===== config.mk =====
export PLATFORM = sky130hd
export DESIGN_NAME = ps2_key_event_decoder
export DESIGN_NICKNAME = d
export VERILOG_FILES = /design/src/rtl/ps2_key_event_decoder.sv
export SDC_FILE = /design/constraint.sdc
export NUM_CORES = 1
export LEC_CHECK = 0
export ABC_AREA = 1
export CAP_MARGIN = 20
export CELL_PAD_IN_SITES_DETAIL_PLACEMENT = 0
export CELL_PAD_IN_SITES_GLOBAL_PLACEMENT = 1
export CORE_ASPECT_RATIO = 1.2
export CORE_MARGIN = 1.5
export CORE_UTILIZATION = 45
export DETAILED_ROUTE_END_ITERATION = 12
export MAX_ROUTING_LAYER = met4
export PLACE_DENSITY_LB_ADDON = 0.1
export SLEW_MARGIN = 20
export SYNTH_ARGS = -nofsm -noshare
export SYNTH_HDL_FRONTEND = slang
export SYNTH_SLANG_ARGS = --single-unit

===== constraint.sdc =====
create_clock -name clk -period 2.8 [get_ports clk]
set_clock_uncertainty 0.1 [all_clocks]
set_input_delay 0.56 -clock clk [delete_from_list [all_inputs] [get_ports clk]]
set_output_delay 0.56 -clock clk [all_outputs]
set_load 0.02 [all_outputs]

===== src/rtl/ps2_key_event_decoder.sv =====
// PS/2 set-2 byte stream to key make/break events, queued in a FWFT FIFO.
// Optional build macro: REPEAT_FILTER_EN suppresses typematic repeats and
// breaks of keys that are not held, using the held-key bitmap.
module ps2_key_event_decoder #(
  parameter int unsigned FIFO_DEPTH     = 8,
  parameter int unsigned TIMEOUT_CYCLES = 2_000_000
) (
  input  logic                        clk,
  input  logic                        reset_n,
  input  logic [7:0]                  rx_data,
  input  logic                        read_data,
  output logic                        evt_valid,
  input  logic                        evt_ready,
  output logic [7:0]                  evt_code,
  output logic                        evt_ext,
  output logic                        evt_release,
  output logic [$clog2(FIFO_DEPTH):0] fifo_level,
  output logic                        overflow
);

  localparam int unsigned AW = $clog2(FIFO_DEPTH);
  localparam int unsigned TW = (TIMEOUT_CYCLES > 1) ? $clog2(TIMEOUT_CYCLES) : 1;
  localparam logic [TW-1:0] TmoLast = TW'(TIMEOUT_CYCLES - 1);

  typedef enum logic [2:0] {StIdle, StExt, StBrk, StExtBrk, StPause} state_e;

  state_e         state_q, state_d;
  logic [2:0]     skip_q, skip_d;
  logic [TW-1:0]  tmo_q, tmo_d;
  logic [511:0]   held_q, held_d;
  logic [9:0]     mem [FIFO_DEPTH];
  logic [AW-1:0]  rptr_q, wptr_q;
  logic [AW:0]    count_q, count_d;
  logic           ovf_q;
  logic [9:0]     last_q;

  logic           is_ctrl;
  logic           ev_valid, ev_ext, ev_rel, ev_keep;
  logic [7:0]     ev_code;
  logic           pop, full, push, drop;

  // Link-control bytes that never belong to a key sequence
  always_comb begin
    is_ctrl = 1'b0;
    case (rx_data)
      8'h00, 8'hAA, 8'hEE, 8'hFA, 8'hFC, 8'hFE, 8'hFF: is_ctrl = 1'b1;
      default: is_ctrl = 1'b0;
    endcase
  end

  // Prefix decoder, pause skipper and sequence timeout
  always_comb begin
    state_d  = state_q;
    skip_d   = skip_q;
    tmo_d    = '0;
    ev_valid = 1'b0;
    ev_code  = rx_data;
    ev_ext   = 1'b0;
    ev_rel   = 1'b0;
    if (read_data) begin
      if (state_q == StPause) begin
        // Pause bytes are swallowed even if they look like control bytes
        skip_d = skip_q - 3'd1;
        if (skip_q == 3'd1) state_d = StIdle;
      end else if (is_ctrl) begin
        state_d = StIdle;
      end else begin
        unique case (state_q)
          StIdle: begin
            if (rx_data == 8'hE0) state_d = StExt;
            else if (rx_data == 8'hF0) state_d = StBrk;
            else if (rx_data == 8'hE1) begin
              state_d = StPause;
              skip_d  = 3'd7;
            end else ev_valid = 1'b1;
          end
          StExt: begin
            if (rx_data == 8'hF0) state_d = StExtBrk;
            else begin
              state_d  = StIdle;
              ev_valid = (rx_data != 8'h12);  // E0 12 is a fake shift
              ev_ext   = 1'b1;
            end
          end
          StBrk: begin
            state_d  = StIdle;
            ev_valid = 1'b1;
            ev_rel   = 1'b1;
          end
          StExtBrk: begin
            state_d  = StIdle;
            ev_valid = (rx_data != 8'h12);
            ev_ext   = 1'b1;
            ev_rel   = 1'b1;
          end
          default: state_d = StIdle;
        endcase
      end
    end else if (state_q != StIdle) begin
      if (tmo_q == TmoLast) state_d = StIdle;
      else tmo_d = tmo_q + TW'(1);
    end
  end

  // Held-key bitmap next state; tracks every decoded event, queued or not
  always_comb begin
    held_d = held_q;
    if (ev_valid) held_d[{ev_ext, ev_code}] = ~ev_rel;
  end

`ifdef REPEAT_FILTER_EN
  assign ev_keep = ev_rel ? held_q[{ev_ext, ev_code}] : ~held_q[{ev_ext, ev_code}];
`else
  assign ev_keep = 1'b1;
`endif

  assign pop  = (count_q != '0) && evt_ready;
  assign full = (count_q == (AW + 1)'(FIFO_DEPTH));
  // A pop in the same cycle frees a slot, so a full FIFO still accepts
  assign push = ev_valid && ev_keep && (!full || pop);
  assign drop = ev_valid && ev_keep && full && !pop;

  // FIFO occupancy next state
  always_comb begin
    count_d = count_q;
    case ({push, pop})
      2'b10:   count_d = count_q + (AW + 1)'(1);
      2'b01:   count_d = count_q - (AW + 1)'(1);
      default: count_d = count_q;
    endcase
  end

  // Control state, pointers and sticky overflow
  always_ff @(posedge clk or negedge reset_n) begin
    if (!reset_n) begin
      state_q <= StIdle;
      skip_q  <= '0;
      tmo_q   <= '0;
      held_q  <= '0;
      rptr_q  <= '0;
      wptr_q  <= '0;
      count_q <= '0;
      ovf_q   <= 1'b0;
      last_q  <= '0;
    end else begin
      state_q <= state_d;
      skip_q  <= skip_d;
      tmo_q   <= tmo_d;
      held_q  <= held_d;
      count_q <= count_d;
      if (push) wptr_q <= wptr_q + AW'(1);
      if (pop)  rptr_q <= rptr_q + AW'(1);
      if (drop) ovf_q <= 1'b1;
      last_q  <= {evt_ext, evt_release, evt_code};
    end
  end

  // Event storage, packed as {ext, release, code}
  always_ff @(posedge clk) begin
    if (push) mem[wptr_q] <= {ev_ext, ev_rel, ev_code};
  end

  assign evt_valid  = (count_q != '0);
  // When empty, outputs keep showing the last head that was presented
  assign {evt_ext, evt_release, evt_code} = evt_valid ? mem[rptr_q] : last_q;
  assign fifo_level = count_q;
  assign overflow   = ovf_q;

endmodule

==> results of run 1 <==
layer usage:
layer,global-route usage,wire (um),up-vias
met3,0.0468,371,10
met5,-,0,-
met2,0.357,6850,68
li1,-,-,2053
met4,0.0855,151,0
met1,0.254,5710,2020
sequential cells by signal (all words and copies together), names as in the netlist:
name        cells
fifo_level      4
wptr_q          3
last_q         10
mem            80
skip_q          3
tmo_q          21
state_q         3
rptr_q          3
overflow        1
placed cells by master (no fill, tap or decap), types with 3 or more instances in the layout:
cell type                         instances
sky130_fd_sc_hd__clkbuf_16               17
sky130_fd_sc_hd__o21ai_0                 30
sky130_fd_sc_hd__nand3_4                  3
sky130_fd_sc_hd__clkinv_2                 4
sky130_fd_sc_hd__a21oi_1                 15
sky130_fd_sc_hd__clkdlybuf4s50_1         15
sky130_fd_sc_hd__o21ai_2                  3
sky130_fd_sc_hd__clkinvlp_4               4
sky130_fd_sc_hd__buf_4                   42
sky130_fd_sc_hd__a31oi_1                  3
sky130_fd_sc_hd__dfrtp_1                 47
sky130_fd_sc_hd__dlygate4sd2_1            8
sky130_fd_sc_hd__xnor2_1                  3
sky130_fd_sc_hd__xor2_1                   5
sky130_fd_sc_hd__nor3_1                  11
sky130_fd_sc_hd__o21ai_1                  6
sky130_fd_sc_hd__bufinv_16                3
sky130_fd_sc_hd__nor2_1                  72
sky130_fd_sc_hd__inv_1                   44
sky130_fd_sc_hd__nand2_4                  4
sky130_fd_sc_hd__inv_2                   12
sky130_fd_sc_hd__nand4_1                  7
sky130_fd_sc_hd__nand2_1                 80
sky130_fd_sc_hd__nor2_2                  17
sky130_fd_sc_hd__clkinv_4                 3
sky130_fd_sc_hd__mux2i_1                 14
sky130_fd_sc_hd__o221ai_1                14
sky130_fd_sc_hd__clkinv_1                 3
sky130_fd_sc_hd__buf_12                   3
sky130_fd_sc_hd__o32ai_1                  6
sky130_fd_sc_hd__nand3_1                 24
sky130_fd_sc_hd__edfxtp_1                80
sky130_fd_sc_hd__ha_1                     7
sky130_fd_sc_hd__nand2_2                  8
cell families (layout without fill, tap and decap cells):
| group | Yosys count | after routing |
|---|---|---|
| AO/OA/AOI/OAI | 81 | 81 |
| XOR/XNOR | 8 | 8 |
| adder cells (fa/ha/maj) | 8 | 8 |
| buffers and inverters | 74 | 165 |
| flip-flops | 128 | 128 |
| multiplexers | 14 | 14 |
| AND/OR/NAND/NOR | 237 | 237 |
cells in the mapped netlist, types with 6 or more instances:
library cell	n
sky130_fd_sc_hd__a21oi_1	15
sky130_fd_sc_hd__clkbuf_1	11
sky130_fd_sc_hd__dfrtp_1	48
sky130_fd_sc_hd__edfxtp_1	80
sky130_fd_sc_hd__ha_1	7
sky130_fd_sc_hd__inv_1	44
sky130_fd_sc_hd__inv_2	12
sky130_fd_sc_hd__mux2i_1	14
sky130_fd_sc_hd__nand2_1	80
sky130_fd_sc_hd__nand2_2	9
sky130_fd_sc_hd__nand3_1	24
sky130_fd_sc_hd__nand4_1	7
sky130_fd_sc_hd__nor2_1	74
sky130_fd_sc_hd__nor2_2	15
sky130_fd_sc_hd__nor3_1	11
sky130_fd_sc_hd__o21ai_0	32
sky130_fd_sc_hd__o221ai_1	14
sky130_fd_sc_hd__o32ai_1	6
worst max-delay path by stage:
stage,startpoint,endpoint,cells past startpoint
2_1_floorplan,rx_data[6],fifo_level[3],19
3_3_place_gp,rx_data[6],fifo_level[3],20
3_5_place_dp,rx_data[6],fifo_level[3],20
4_1_cts,rptr_q[0],evt_code[7],7
5_1_grt,rx_data[5],fifo_level[3],21
6_report,rx_data[5],fifo_level[3],21
report_power, final:
group / switching [uW] / internal (uW)
Combinational: 1510 / 942
Clock: 813 / 1390
Sequential: 141 / 2350
Total: 2460 / 4680
stage by stage:
| stage | utilization | hold slack (ns) |
|---|---|---|
| 3_5_place_dp | 0.527 | 0.361 |
| 4_1_cts | 0.573 | 0.184 |
| 5_1_grt | 0.574 | 0.219 |
| 3_3_place_gp | 0.527 | 0.356 |
| 6_report | 0.574 | 0.162 |
| 2_1_floorplan | - | 0.164 |
timing repair:
action                     4_1_cts  5_1_grt
setup endpoints to repair       11        9
hold buffers                     0        0
pin swaps                        0        1
hold endpoints to repair         0        0
gates resized for setup         17       15
setup buffers                    0        1
worst max-delay path, stage by stage:
cell,delay [ns]
sky130_fd_sc_hd__clkdlybuf4s50_1,0.48
sky130_fd_sc_hd__buf_6,0.15
sky130_fd_sc_hd__inv_1,0.07
sky130_fd_sc_hd__nor2_2,0.11
sky130_fd_sc_hd__nand2_2,0.10
sky130_fd_sc_hd__nor2_2,0.13
sky130_fd_sc_hd__nor2_1,0.06
sky130_fd_sc_hd__nand2_2,0.09
sky130_fd_sc_hd__nand3_4,0.08
sky130_fd_sc_hd__nand2_4,0.11
sky130_fd_sc_hd__nand2_4,0.05
sky130_fd_sc_hd__inv_1,0.08
sky130_fd_sc_hd__ha_1,0.26
sky130_fd_sc_hd__nand2_1,0.08
sky130_fd_sc_hd__nand2_1,0.06
sky130_fd_sc_hd__a31oi_2,0.17
sky130_fd_sc_hd__inv_1,0.06
sky130_fd_sc_hd__nand2_1,0.08
sky130_fd_sc_hd__nand2_1,0.06
sky130_fd_sc_hd__nand2_1,0.06
sky130_fd_sc_hd__nand2_1,0.04
layout make-up:
type,count,area [um2]
Clock buffer,17,425
Timing Repair Buffer,75,653
Multi-Input combinational cell,348,2000
Fill cell,1069,5390
Inverter,58,218
Tap cell,164,205
Sequential cell,128,3600
Clock inverter,15,170
==> results by stage, run 1 <==
Synthesis:
- The number of flip-flops and latches in the synthesized netlist is 128.
- Of the total synthesized cell area, the portion taken by AND, OR, NAND and NOR gates is 0.198.
- The area fraction of the dominant cell type after synthesis is 0.409.
- The sequential element share of the synthesized area is 0.614.
- The adder-cell share of the synthesized area is 0.0183.
- After synthesis, the mean cell area works out to 10.7 um2.
- The proportion of synthesized flip-flops having asynchronous set or reset is 0.375.
- During synthesis, Yosys emitted a total of 0 warnings.
- The mux share of post-synthesis cell area is 0.0239.
- After synthesis, the cell types taking the most area are sky130_fd_sc_hd__edfxtp_1, sky130_fd_sc_hd__dfrtp_1, sky130_fd_sc_hd__nand2_1.
- The synthesized net count is 570.
- The cell count after synthesis came out at 550.
- Counting flops with a built-in enable in the synthesized netlist gives 80.
- The synthesized design spends more area on one cell type than any other, namely sky130_fd_sc_hd__edfxtp_1.
- The predominant post-synthesis flop cell is sky130_fd_sc_hd__edfxtp_1.
- In this run the cell area of the synthesized design comes to 5870 um2.
- The count of different cell masters after synthesis is 39.
- Of the total synthesized cell area, the portion taken by XOR and XNOR cells is 0.0119.
- By area, the combinational part of the netlist is dominated by simple AND/OR/NAND/NOR gates.
- The fraction of the mapped netlist area in compound gates is 0.0859.

Drt:
- The total detailed-routing wirelength is 13,100 um.
- The count of antenna-violating nets left after detailed routing is 0.
- Using the TritonRoute via totals, the vias-per-cell ratio works out to 5.16.
- After detailed routing, the average wire length per cell comes to 16.2 um.
- The first-pass iteration count of the detailed router is 4.
- The number of vias in the routed layout is 4,151.
- In this run, the number of DRC markers left after iteration 0 of detailed routing was 210.
- The count of unresolved DRC violations after routing is 0.

CTS:
- Clock-pin slew was measured on the worst setup and hold paths at 0.06 ns.
- At the later pin of the worst-skew pair, clock insertion delay measures 0.41 ns.
- The clock passes through at most 2 buffers.
- The clock drives 128 sinks.
- The H-tree was split into 4 levels.
- TritonCTS built the clock tree.
- The CTS buffer count is 17.
- The clock tree root buffer cell is sky130_fd_sc_hd__clkbuf_16.

STA:
- The tightest slew margin relative to the limit is 0.553.
- The time the final worst path needs with I/O delays and setup is 2.74 ns.
- The worst-margin pin slew is 0.670 ns.
- Setup slack closes at 0.0644 ns.
- Setup repair after global routing could not meet its margin everywhere.
- The final count of hold timing violations is 0.
- The maximum clock rate is 0.366 GHz.
- Setup violations remaining at the end of the flow were counted as 0.
- The final-layout setup total negative slack is 0 ns.
- Dividing the final minimum period by the clock period gives 0.977.
- The number of slew-limit violations in the final report is 0.

Floorplan:
- After floorplanning, the core was divided into 45 placement rows.
- The width of the chip is 107 um.
- The die covers 13,700 um2.
- The core region is 12,700 um2.
- The die is 128 um tall.
- 28 I/O pins were placed.
- The effective utilization at floorplan is 0.463.

GRT:
- The global router's overall resource usage is 0.215.
- The global-route wire length before repair is 21,200 um.
- The number of antenna violations at the first check in global routing is 0.
- The via count of the first global-routing pass was 4,160.
- The largest net degree at the start of global routing is 49.
- The sum of overflow across all layers after global routing is 0.

Placement:
- The cell area after placement is 6670 um2.
- After legalization and detailed placement, the total HPWL measured 9060 um.
- The worst slack at placement is -0.465 ns.
- Including well taps, the total number of placed cells is 773.
- In this run the tool buffered the top-level ports with 27 buffer cells.
- At the end of routability-driven placement, the weighted congestion stood at 0.809.

Pwr:
- The total design power is 7150 uW.
- Across the VDD grid, the largest voltage drop is 0.000600 V.
- Summed over all cells, the static leakage comes to 0.00295 uW.
- Dividing total power by cell area gives a power density of 982 nW/um2.

Worst setup path:
- The kind of capture point of the worst setup path is a flop.
- The endpoint identified for the worst register-to-register timing path is fifo_level[3].
- The worst reg-to-reg setup slack is 0.45 ns.
- At the worst endpoint, the arrival time is 2.94 ns.
- Of all nets on the critical path, the largest fanout is 11.
- At the worst endpoint, the required time is 3.00 ns.
- The worst setup path is launched from an input pin.
- The startpoint-to-endpoint class of the critical path is in -> reg.
- The cell depth of the worst flop-to-flop path is 17.
- The worst register-to-register path begins at state_q[1].

Cells and area:
- After routing the design area is 7280 um2.
- Relative to the synthesized area, the layout overhead comes to 23.9%.
- The number of antenna repair diodes is 0.
- The share of layout cells above drive strength 1 is 0.218.
- In the final design database the tool counted 648 nets.
- The finished layout holds 805 standard cells, fillers aside.

Hold path:
- The path class of the tightest hold or removal check is in -> async.

Status:
- The flow ran to the end, and the final reports show no timing, DRC or antenna violations.

Run:
- The count of max-cap constraint violations is 0.
No activity file was read; power rests on OpenSTA's default activity.
==> inputs of run 2 (changes only) <==
- clock period: 2.8 -> 2.89 ns (I/O delays scaled with it)
==> run 2 against run 1 <==
Via count is the same; wire length grew 4.5%; critical path type is now reg -> out; sequential share of layout area shrank 0.51 points; cell count shrank 0.25%; largest cell class unchanged; clock power is essentially flat; count of clock-buffer cells in the layout grew 1; design area grew 1.0%; largest power group is now combinational cells; combinational power is essentially flat; hold slack lost 0.0079 ns; critical endpoint is now evt_code[3]; utilization grew 0.59 points; non-clock buffer count shrank 2.
==> results by stage, run 2 (synthesized netlist as in run 1, its figures left out) <==
Drt:
- Before antenna repair, the detailed router went through 4 iterations.
- Detailed routing inserted a total of 4,151 vias.
- The total detailed-routing wirelength is 13,700 um.
- In this run the remaining antenna-violating nets after routing total 0.
- After detailed routing, the number of vias per cell comes to 5.17.
- After detailed routing, the number of remaining DRC violations is 0.
- The initial detailed-routing violation count is 186.
- In the final routed layout, each cell accounts on average for 17.0 um.

CTS:
- After clock tree synthesis, the clock-pin slew on the worst setup and hold paths is 0.06 ns.
- The H-tree was split into 4 levels.
- Clock tree synthesis inserted a total of 17 buffers.
- No sink is reached through more buffers than the 2 on the longest clock path.
- The tree is rooted in a sky130_fd_sc_hd__clkbuf_16.
- The CTS tree is yes.
- The tree built by TritonCTS fans out to 128 sinks.
- Clock latency on the worst-skew pair, taken at its later pin, is 0.42 ns.
- Buffers added to address setup during post-CTS repair amount to 0.

Cells and area:
- For this run, the share of the core covered by cells in the final layout is 0.580.
- The area growth from synthesis to layout is 25.2%.
- The register name with the most flops is mem.
- The number of antenna diodes in the final layout is 0.
- The library cells used most frequently in the layout, excluding fill and tap cells, are sky130_fd_sc_hd__nand2_1, sky130_fd_sc_hd__edfxtp_1, sky130_fd_sc_hd__nor2_1, sky130_fd_sc_hd__dfrtp_1, sky130_fd_sc_hd__inv_1.
- The share of layout cells above drive strength 1 is 0.216.
- The largest registers in the layout are mem x80, tmo_q x21, last_q x10.
- The register with the most flip-flops in the layout has 80 of them.
- The number of nets at the end of the flow is 646.
- The filler cell count in the final layout is 1,066.

STA:
- Setup violations remaining at the end of the flow were counted as 0.
- The setup slack after layout is 0.125 ns.
- The tightest slew margin relative to the limit is 0.558.
- The number of slew-limit violations in the final report is 0.
- The final count of hold timing violations is 0.
- The maximum clock rate is 0.362 GHz.
- The smallest clock period supported by the final layout is computed as 2.77 ns.
- Setup repair after global routing could not meet its margin everywhere.
- The share of the clock period used by the worst path after layout is 0.957.
- The final-layout setup total negative slack is 0 ns.
- At the pin with the least slew margin, the transition time is 0.663 ns.

Floorplan:
- The die covers 13,700 um2.
- The core region area is 12,700 um2.
- The width of the chip is 107 um.
- The initial utilization of the core area, before any placement, comes to 0.463.
- The vertical extent of the die is 128 um.
- The count of standard-cell rows is 45.
- During I/O placement, the number of pins put on the boundary was 28.

Placement:
- Input and output buffers added on the ports amount to 27.
- At the placement stage, the worst setup path has a slack of -0.370 ns.
- The weighted congestion at the end of routability-driven global placement is 0.810.
- The placed wire-length estimate is 9020 um.

Run:
- The count of max-cap constraint violations is 0.

Worst setup path:
- The critical path data required time is 2.21 ns.
- The worst setup path is captured at a primary output.
- Along the worst path, the maximum fanout reaches 26.
- The worst setup path is launched from a flop.
- At the worst endpoint, the arrival time is 2.09 ns.
- The critical path in this run is classified as reg -> out.

GRT:
- The sum of overflow across all layers after global routing is 0.
- Across every metal layer, demand over resource in global routing totals 0.220.
- The first global-routing pass estimated 21,600 um of wire.
- The via count of the first global-routing pass was 4,206.
- The largest net degree at the start of global routing is 49.
- The number of antenna violations at the first check in global routing is 0.

Pwr:
- IR analysis of the VDD net gives a maximum drop of 0.000645 V.
- The total design power is 7130 uW.
- Power spread over the standard cell area amounts to 970 nW/um2.
- In this run the static leakage power is 0.00298 uW.

Status:
- The flow ran to the end, and the final reports show no timing, DRC or antenna violations.

Hold path:
- The path category of the worst min-delay check is in -> async.
==> run 2: worst max-delay path, stage by stage, from the launching register on <==
cell and delay, ns:
sky130_fd_sc_hd__dfrtp_2 0.46, sky130_fd_sc_hd__clkinv_1 0.10, sky130_fd_sc_hd__buf_12 0.18, sky130_fd_sc_hd__nor2_1 0.06, sky130_fd_sc_hd__o221ai_1 0.19, sky130_fd_sc_hd__nand3_1 0.21
sky130_fd_sc_hd__nand2_1 0.14, sky130_fd_sc_hd__dlygate4sd2_1 0.34
==> run 2: repair_timing <==
action | CTS | global route
gates cloned | 0 | 1
pin swaps | 0 | 0
gates resized for setup | 11 | 18
endpoints found under the setup margin | 9 | 6
hold buffers | 0 | 0
==> run 2: cell type report <==
cell class,instances,area [um2],area share
Sequential cell,128,3600,0.490
Clock inverter,14,191,0.0260
Clock buffer,18,429,0.0584
Tap cell,164,205,0.0279
Inverter,58,218,0.0296
Multi-Input combinational cell,348,2030,0.276
Timing Repair Buffer,73,677,0.0921
==> run 2: worst paths after layout <==
path                       slack (ns)            end  startpoint  cells after the start
max reg2reg                      0.58  fifo_level[3]  state_q[1]                     17
max                              0.12    evt_code[3]   rptr_q[0]                      7
max in group asynchronous        2.05      rptr_q[0]     reset_n                      2
min in group clk                 0.37      last_q[4]   last_q[4]                      2
min reg2reg                      0.37      last_q[4]   last_q[4]                      2
min                              0.15      last_q[7]     reset_n                      2
==> run 2: through the flow <==
stage | hold WS (ns) | cell area [um2] | std cells
finish | 0.154 | 7350 | 803
CTS | 0.200 | 7280 | 802
global placement | 0.352 | 6680 | 770
global route | 0.217 | 7350 | 803
floorplan | 0.182 | 5870 | 550
detailed placement | 0.361 | 6680 | 770
==> run 2: per-layer routing <==
layer,wire length (um),share of wire,GRT usage,vias up
li1,-,-,-,2046
met1,5650,0.41,0.252,1983
met2,7080,0.52,0.373,97
met3,588,0.043,0.0498,25
met4,350,0.026,0.0886,0
met5,0,0,-,-
==> run 2: power breakdown <==
part | switching, uW | internal (uW)
Clock | 789 | 1440
Sequential | 148 | 2280
Combinational | 1520 | 961
==> inputs of run 3 (changes only) <==
- CORE_MARGIN: 1.5 -> 3
==> run 3 against run 2 <==
Hold slack worse by 0.071 ns; non-clock buffer count down 2; register-to-register slack worse by 0.19 ns; sequential power about the same; wire length down 1.9%; power down 1.3%; flip-flop and latch count unchanged; first-iteration DRC count up 92%; utilization about the same; critical endpoint is now evt_release; highest routed layer unchanged.
==> results by stage, run 3 (synthesized netlist as in run 1, its figures left out) <==
Pwr:
- In this run the power density over the cells is 953 nW/um2.
- The analysis attributes to net switching a power of 2370 uW.
- The peak supply drop is 0.000523 V.
- The switching fraction of total power is 0.336.
- The analysis attributes to cell leakage a power of 0.00303 uW.
- The internal portion of the total power is 4670 uW.
- The clock network fraction of design power is 0.311.
- Of the total power, combinational logic draws 0.346.
- The share of total power dissipated in sequential elements is 0.344.
- After layout, the design draws a total of 7040 uW.

Drt:
- The initial detailed-routing violation count is 358.
- In the routed design, unresolved DRC markers number 0.
- The pre-antenna-repair detailed-routing pass consisted of 5 iterations.
- The routed layout has 4,176 vias.
- The total detailed-routing wirelength is 13,400 um.
- The average via count per standard cell is 5.21.
- In this run the remaining antenna-violating nets after routing total 0.
- After detailed routing, the average wire length per cell comes to 16.7 um.

Worst setup path:
- The arrival time at the worst endpoint is 2.07 ns.
- The worst reg-to-reg setup slack is 0.39 ns.
- In this design, the largest share of critical-path delay is due to buffers and inverters.
- The critical path launch point is rptr_q[0].
- The cell with the biggest individual delay on the critical path is sky130_fd_sc_hd__dfrtp_2.
- Walking the worst path, the cells encountered are buf_4 -> nor2_1 -> o32ai_1 -> nor2_1 -> o21ai_0 -> dlygate4sd2_1.
- STA classifies the critical path endpoint as a primary output.
- Following the worst setup path forward leads to its endpoint at evt_release.
- The startpoint of the worst-slack reg-to-reg timing path is state_q[1].
- The most common cell type on the critical path is sky130_fd_sc_hd__nor2_1.
- The critical path data required time is 2.21 ns.
- Counting buffers and inverters, the worst setup path is 6 cells deep.
- The startpoint-to-endpoint class of the critical path is reg -> out.
- The cell depth of the worst flop-to-flop path is 17.
- The sort of element at the start of the critical path is a flop.
- The end of the worst register-to-register path is fifo_level[3].
- Along the worst path, the maximum fanout reaches 14.
- Together, buffers and inverters on the worst path number 2.
- The longest individual stage delay on the worst path is 0.43 ns.

CTS:
- TritonCTS built the clock tree.
- The post-CTS setup buffer count is 0.
- The clock tree synthesis step divided the H-tree into 4 levels.
- CTS saw 128 sinks.
- After clock tree synthesis, the clock-pin slew on the worst setup and hold paths is 0.05 ns.
- The count of hold buffers inserted by post-cts repair is 0.
- The clock tree root buffer cell is sky130_fd_sc_hd__clkbuf_16.
- The clock latency on the worst-skew pair is 0.41 ns.
- The CTS buffer count is 17.
- The longest clock path from root to sink contains 2 buffers.

Floorplan:
- The floorplan step set the die width to 110 um.
- The floorplan step defined a die boundary enclosing 14,500 um2.
- The core region area is 12,700 um2.
- The count of standard-cell rows is 45.
- The initial utilization of the core area, before any placement, comes to 0.461.
- The number of placed I/O pins is 28.
- From bottom edge to top edge, the die measures 131 um.

STA:
- The maximum clock rate is 0.364 GHz.
- At the pin with the least slew margin, the transition time is 0.637 ns.
- The number of slew-limit violations in the final report came to 0.
- The worst path meets setup with 0.140 ns of slack.
- In the finished design, the share of the clock period the worst path needs comes to 0.952.
- The final count of hold timing violations came to 0.
- The number of failing setup endpoints in the final timing report is 0.
- The tightest slew margin relative to the limit is 0.575.
- The time the final worst path needs with I/O delays and setup is 2.75 ns.

Run:
- The count of max-cap constraint violations is 0.

GRT:
- The number of antenna violations at the first check in global routing is 0.
- The largest net degree at the start of global routing is 43.
- The via count of the first global-routing pass is 4,179.
- After global routing the overflow that remains totals 0.
- The first global-routing pass estimated 21,900 um of wire.
- The global router's overall resource usage is 0.210.

Placement:
- Buffers placed on the I/O ports in this run total 27.
- The worst slack at placement is -0.378 ns.
- The weighted congestion at the end of routability-driven global placement is 0.842.
- The placed wire-length estimate is 9280 um.

Cells and area:
- From synthesis to final layout, the design area changed by 25.7%.
- In the final design database the tool counted 644 nets.
- The largest registers in the layout are mem x80, tmo_q x21, last_q x10.
- The final core utilization is 0.580.
- In the layout the commonest cells are sky130_fd_sc_hd__nand2_1, sky130_fd_sc_hd__edfxtp_1, sky130_fd_sc_hd__nor2_1, sky130_fd_sc_hd__dfrtp_1, sky130_fd_sc_hd__inv_1.
- The register name with the most flops is mem.
- After filler insertion, the fill cell instance count of the layout stands at 1,047.
- In the final layout, the share of cells above drive strength 1 is 0.204.
- The register with the most flip-flops in the layout has 80 of them.
- The number of antenna repair diodes is 0.

Hold path:
- The path category of the worst min-delay check is in -> async.

Status:
- The flow ran to the end, and the final reports show no timing, DRC or antenna violations.
-- run 3: changes by cell type in the layout (fill, tap and decap cells not counted), sizes merged --
cell | before | now
buf | 46 | 45
clkbuf | 22 | 21
dlygate4sd2 | 6 | 8
clkdlybuf4s50 | 15 | 9
clkinvlp | 3 | 1
dlymetal6s2s | 2 | 8
-- run 3: per-layer routing --
metal,vias to the layer above,GRT usage,share of wire
li1,2043,-,-
met1,2000,0.242,0.41
met2,104,0.348,0.52
met3,29,0.0418,0.041
met4,0,0.0965,0.027
met5,-,-,0
-- run 3: metrics by stage --
stage	hold slack, ns	setup TNS, ns	instances	instance area (um2)
floorplan	0.182	0	550	5870
global placement	0.355	-5.75	769	6760
detailed placement	0.358	-6.45	769	6760
CTS	0.0978	0	801	7350
global route	0.133	-0.0280	801	7380
finish	0.0832	0	801	7380
-- run 3: what timing repair did --
item | CTS | global route
gates resized for setup | 11 | 15
pin swaps | 0 | 1
setup endpoints to repair | 10 | 3
-- run 3: cell type report --
class | count | area [um2] | area share
Sequential cell | 128 | 3600 | 0.488
Multi-Input combinational cell | 348 | 2000 | 0.271
Timing Repair Buffer | 71 | 751 | 0.102
Clock buffer | 20 | 437 | 0.0592
Inverter | 58 | 220 | 0.0298
Tap cell | 164 | 205 | 0.0278
Clock inverter | 12 | 166 | 0.0225
-- run 3: worst min path at each step --
stage	from	endpoint	slack, ns	cells past startpoint
floorplan	reset_n	fifo_level[0]	0.18	0
global placement	tmo_q[0]	tmo_q[0]	0.35	1
detailed placement	tmo_q[0]	tmo_q[0]	0.36	1
CTS	reset_n	last_q[7]	0.1	1
global route	reset_n	last_q[7]	0.13	1
finish	reset_n	last_q[7]	0.08	1
-- run 3: power by group through the flow --
stage	logic, uW	registers [uW]	clock network [uW]
floorplan	1430	2450	0
global placement	2520	2440	0
detailed placement	2570	2450	0
CTS	2480	2420	2230
global route	2700	2450	2310
finish	2430	2420	2190
